--- src/rtl/observer_pkg.sv ---
// Shared types and constants for the ObserverComb stimulus sequencer and its
// signature compactor.
package observer_pkg;

   typedef enum logic [2:0] {
      IDLE  = 3'd0,
      PRE   = 3'd1,
      SWEEP = 3'd2,
      POST  = 3'd3,
      DONE  = 3'd4
   } state_e;

   localparam logic [15:0] MISR_TAP  = 16'hD008;
   localparam int          CODE_W    = 4;
   localparam int          POST_MULT = 2;

   // Taps at bits 15/14/12/3; the three observer responses fold into the low bits.
   function automatic logic [15:0] misr_next(input logic [15:0] s, input logic [2:0] d);
      logic fb;
      fb = ^(s & MISR_TAP);
      return {s[14:0], fb} ^ {13'b0, d};
   endfunction

endpackage

--- src/rtl/observer_misr.sv ---
// 16-bit multiple-input signature register compacting {Out2, Out1, Out0Mux}.
module observer_misr
   import observer_pkg::*;
(
   input  logic        clk,
   input  logic        rst_n,
   input  logic        clear,
   input  logic        en,
   input  logic [2:0]  data,
   output logic [15:0] sig
);

   logic [15:0] sig_q;

   always_ff @(posedge clk) begin
      if (!rst_n) begin
         sig_q <= '0;
      end else if (clear) begin
         sig_q <= '0;
      end else if (en) begin
         sig_q <= misr_next(sig_q, data);
      end
   end

   assign sig = sig_q;

endmodule

--- src/rtl/observer_stim_seq.sv ---
// Drives Enable/In0..In3 of an ObserverComb instance through a pre-phase and a
// full 16-code sweep, compacting its responses and checking the signature.
module observer_stim_seq
   import observer_pkg::*;
#(
   parameter int HOLD_CYCLES = 5,
   parameter int SIG_W       = 16
) (
   input  logic             clk,
   input  logic             rst_n,
   input  logic             start,
   input  logic [SIG_W-1:0] expected_sig,
   input  logic             Out0Mux,
   input  logic             Out1,
   input  logic             Out2,
   output logic             Enable,
   output logic             In0,
   output logic             In1,
   output logic             In2,
   output logic             In3,
   output logic             busy,
   output logic             done,
   output logic [SIG_W-1:0] signature,
   output logic             pass
);

   localparam int CNT_W = $clog2(POST_MULT * HOLD_CYCLES + 1);
   localparam logic [CNT_W-1:0]  HOLD_LD  = CNT_W'(HOLD_CYCLES - 1);
   localparam logic [CNT_W-1:0]  POST_LD  = CNT_W'(POST_MULT * HOLD_CYCLES - 1);
   localparam logic [CODE_W-1:0] CODE_MAX = '1;

   state_e             state_q, state_d;
   logic               enable_q, enable_d;
   logic [CODE_W-1:0]  code_q, code_d;
   logic               busy_q, busy_d;
   logic               done_q, done_d;
   logic               pass_q, pass_d;
   logic [CNT_W-1:0]   cnt_q, cnt_d;
   logic               misr_clr, misr_en;
   logic               step_end;
   logic [SIG_W-1:0]   sig_w;

   assign step_end = (cnt_q == '0);

   always_comb begin
      // NOTE: every signal gets a default before the case so no path leaves it unassigned (no latches).
      state_d  = state_q;
      enable_d = enable_q;
      code_d   = code_q;
      busy_d   = busy_q;
      done_d   = 1'b0;
      pass_d   = pass_q;
      cnt_d    = cnt_q;
      misr_clr = 1'b0;
      misr_en  = 1'b0;
      unique case (state_q)
         IDLE: begin
            if (start) begin
               state_d  = PRE;
               busy_d   = 1'b1;
               enable_d = 1'b0;
               code_d   = '0;
               pass_d   = 1'b0;
               cnt_d    = HOLD_LD;
               misr_clr = 1'b1;
            end
         end
         PRE: begin
            if (step_end) begin
               state_d  = SWEEP;
               enable_d = 1'b1;
               code_d   = '0;
               cnt_d    = HOLD_LD;
            end else begin
               cnt_d = cnt_q - 1'b1;
            end
         end
         SWEEP: begin
            if (step_end) begin
               // The last cycle of each hold samples the settled observer response.
               misr_en = 1'b1;
               if (code_q == CODE_MAX) begin
                  state_d = POST;
                  cnt_d   = POST_LD;
               end else begin
                  code_d = code_q + 1'b1;
                  cnt_d  = HOLD_LD;
               end
            end else begin
               cnt_d = cnt_q - 1'b1;
            end
         end
         POST: begin
            if (step_end) begin
               state_d  = DONE;
               busy_d   = 1'b0;
               done_d   = 1'b1;
               pass_d   = (sig_w == expected_sig);
               enable_d = 1'b0;
               code_d   = '0;
            end else begin
               cnt_d = cnt_q - 1'b1;
            end
         end
         DONE: state_d = IDLE;
         default: state_d = IDLE;
      endcase
   end

   always_ff @(posedge clk) begin
      // NOTE: state registers use non-blocking assignments so all of them update from pre-edge values.
      if (!rst_n) begin
         state_q  <= IDLE;
         enable_q <= 1'b0;
         code_q   <= '0;
         busy_q   <= 1'b0;
         done_q   <= 1'b0;
         pass_q   <= 1'b0;
         cnt_q    <= '0;
      end else begin
         state_q  <= state_d;
         enable_q <= enable_d;
         code_q   <= code_d;
         busy_q   <= busy_d;
         done_q   <= done_d;
         pass_q   <= pass_d;
         cnt_q    <= cnt_d;
      end
   end

   observer_misr u_misr (
      .clk   (clk),
      .rst_n (rst_n),
      .clear (misr_clr),
      .en    (misr_en),
      .data  ({Out2, Out1, Out0Mux}),
      .sig   (sig_w)
   );

   assign Enable    = enable_q;
   assign {In0, In1, In2, In3} = code_q;
   assign busy      = busy_q;
   assign done      = done_q;
   assign pass      = pass_q;
   assign signature = sig_w;

endmodule

--- config.mk ---
export PLATFORM = sky130hd
export DESIGN_NAME = observer_stim_seq
export DESIGN_NICKNAME = d
export VERILOG_FILES = /design/src/rtl/observer_pkg.sv /design/src/rtl/observer_misr.sv /design/src/rtl/observer_stim_seq.sv
export SDC_FILE = /design/constraint.sdc
export NUM_CORES = 1
export LEC_CHECK = 0
export CAP_MARGIN = 10
export CORE_AREA = 10 10 78 80
export DETAILED_ROUTE_END_ITERATION = 16
export DIE_AREA = 0 0 88 90
export HOLD_SLACK_MARGIN = 0.06
export PLACE_DENSITY = 0.65
export SLEW_MARGIN = 15
export SYNTH_ARGS = -nofsm -noshare
export SYNTH_HDL_FRONTEND = slang
export SYNTH_SLANG_ARGS = --single-unit
--- constraint.sdc ---
create_clock -name clk -period 2.1 [get_ports clk]
set_input_delay 0.21 -clock clk [delete_from_list [all_inputs] [get_ports clk]]
set_output_delay 0.21 -clock clk [all_outputs]
set_load 0.02 [all_outputs]
==> out/qor.yml <==
tns_ns: 0
globalplace.congestion: 0.812
dp_hpwl_um: 3420
synth_area_leaders: "dfxtp_1, xnor2_1, nand2_1, a21oi_2, nor2_1"
io_pins: 46
syn_area_mm2: 0.00174
crit_chain: "inv_1 -> ha_1 -> or3b_1 -> nor2_8 -> nor2_1 -> a211oi_1"
crit_arrival_ns: 2.03
maxCapViolCount: 0
final_area_mm2: 0.00232
route.detailed.drc: 0
initial_core_util_pct: 37.9
grt_first_pass_wirelength_um: 7750
crit_type: "reg2reg"
synth_largest_area_cell: "dfxtp_1"
critical-path-top-delay-family: "simple AND/OR/NAND/NOR gates"
ys_seq_elements: 31
placed_cell_area_mm2: 0.00224
cp-start-kind: "flip-flop"
critPathBufInv: 1
fin_skew_ns: 0.00490
ant_nets: 0
synth.distinct_cells: 45
area_growth_pct: 33.1
synth_seq_area_share_pct: 35.6
vdd_drop_max_mv: 0.366
h-tree-depth: 2
cts_inserted_buffers: 5
crit_required_ns: 2.30
num_vias: 1560
hold_buffers: 0
grt_pass1_vias: 1660
powerDensity_mw_per_mm2: 912
place_ws_ns: 0.257
startpoint: "cnt_q[0]"
maxSlewHeadroom_pct: 58.0
grt_setup_unrepaired: "false"
synth_top_area_share_pct: 35.6
fmax_ghz: 0.546
worst-path-max-fanout: 17
clkLatencyLatePin_ns: 0.28
crit_path_top_delay_cell: "or3b_1"
drt_iter0_markers: 88
dieHeight_um: 90
tritoncts: "done"
status: "complete, no violations"
fin_crit_ns: 1.83
synth_warnings: 0
grt_max_degree: 18
grt_usage_pct: 12.0
clockRootBuffer: "clkbuf_8"
nets: 273
layout-drive-gt1-share_pct: 13.2
clk_pin_slew_worst_paths_ns: 0.07
finalHoldViolCount: 0
die_x_um: 88
tightestPinTransition_ns: 0.629
end_kind: "flip-flop"
power_mw: 2.12
post_cts_buffers: 0
syn_area_per_cell_um2: 8.68
async_flop_share_pct: 0
power_leakage_nw: 0.803
die-area_mm2: 0.00792
fin_util_pct: 50.5
synth_edf_count: 0
wl_per_cell_um: 14.7
setup_viol: 0
synthCells: 201
ys.flop_type: "dfxtp_1"
viasPerCell: 5.13
diodes: 0
overflow: 0
fin_ws_ns: 0.269
n_fill_cell: 452
core.rowCount: 25
port_buffers: 45
core_area_mm2: 0.00460
antenna_found_initial: 0
area.sequential_um2: 621
hp-class: "reg2reg"
multi_input_area_mm2: 0.00105
syn-num-nets: 225
synth_most_common_cell: "nand2_1"
drt_wl_total_um: 4460
r2r-start: "cnt_q[0]"
ys_top_cells_by_count: "nand2_1, dfxtp_1, nor2_1, xnor2_1, a21oi_2"
finalCritPeriodShare_pct: 87.2
cts_num_sinks: 31
cts_buffer_depth: 2
hp-start: "pass"
dr.pass1.iters: 4
cts-resized-gates: 0
timing.final.max_slew_violations: 0
slowest_delay_ns: 0.53
==> sequential cells by signal, indices dropped and copies added (netlist names) <==
signal      count
busy            1
state_q         3
code_q          4
u_misr.sig     16
done            1
cnt_q           4
pass            1
Enable          1
==> cells by family after synthesis <==
logic type      synth area share (%)
simple gates                    27.2
fa+ha+maj                       1.43
flops                           35.6
buf+inv                         4.45
compound gates                  17.9
mux                            0.574
xor+xnor                        12.8
==> path summary, 6_finish.rpt <==
check | slack (ns) | to | cells past startpoint
worst max-delay path | 0.27 | u_misr.sig[1] | 6
worst min-delay path | 0.48 | pass | 2
worst max register to register | 0.27 | u_misr.sig[1] | 6
worst min register to register | 0.48 | pass | 2
==> area by class of cell <==
type / count / area share [%]
multi-input combinational: 157 / 45.0
sequential: 31 / 26.7
timing repair buffer: 50 / 21.0
clock buffer: 6 / 3.12
tap: 54 / 2.91
inverter: 4 / 0.647
clock inverter: 2 / 0.539
==> worst register-to-register path: stages (launching register included) <==
cell,delay [ns]
dfxtp_1,0.33
inv_1,0.10
ha_1,0.22
or3b_1,0.53
nor2_8,0.30
nor2_1,0.07
a211oi_1,0.20
==> per-stage QoR <==
stage | hold slack [ns] | std cells
floorplan | 0.379 | 201
global placement | 0.470 | 296
detailed placement | 0.475 | 296
CTS | 0.486 | 304
global route | 0.517 | 304
finish | 0.477 | 304
==> routing by layer <==
layer | vias up | wire, um | global-route usage (%) | part of all wire (%)
met1 | 717 | 1840 | 13.4 | 41
li1 | 789 | - | - | -
met5 | - | 0 | 0 | 0
met3 | 6 | 557 | 7.67 | 12
met4 | 0 | 62 | 3.99 | 1.4
met2 | 48 | 2000 | 18.1 | 45
==> power by group <==
part	internal [mW]	total, mW	leakage [nW]	switching [mW]
registers	0.656	0.777	0.251	0.121
clock network	0.231	0.463	0.0412	0.232
logic	0.382	0.876	0.511	0.494
==> placed cells by master, fill, tap and decap left out, types with 5 or more instances in the layout <==
master	n
clkdlybuf4s50_1	45
nor2_1	19
a21oi_1	8
o21ai_1	5
a21oi_2	9
nor3_1	6
xnor2_1	15
clkbuf_8	5
buf_4	5
nand2_1	34
dfxtp_1	31
xor2_1	8
No activity file was read; power rests on OpenSTA's default activity.
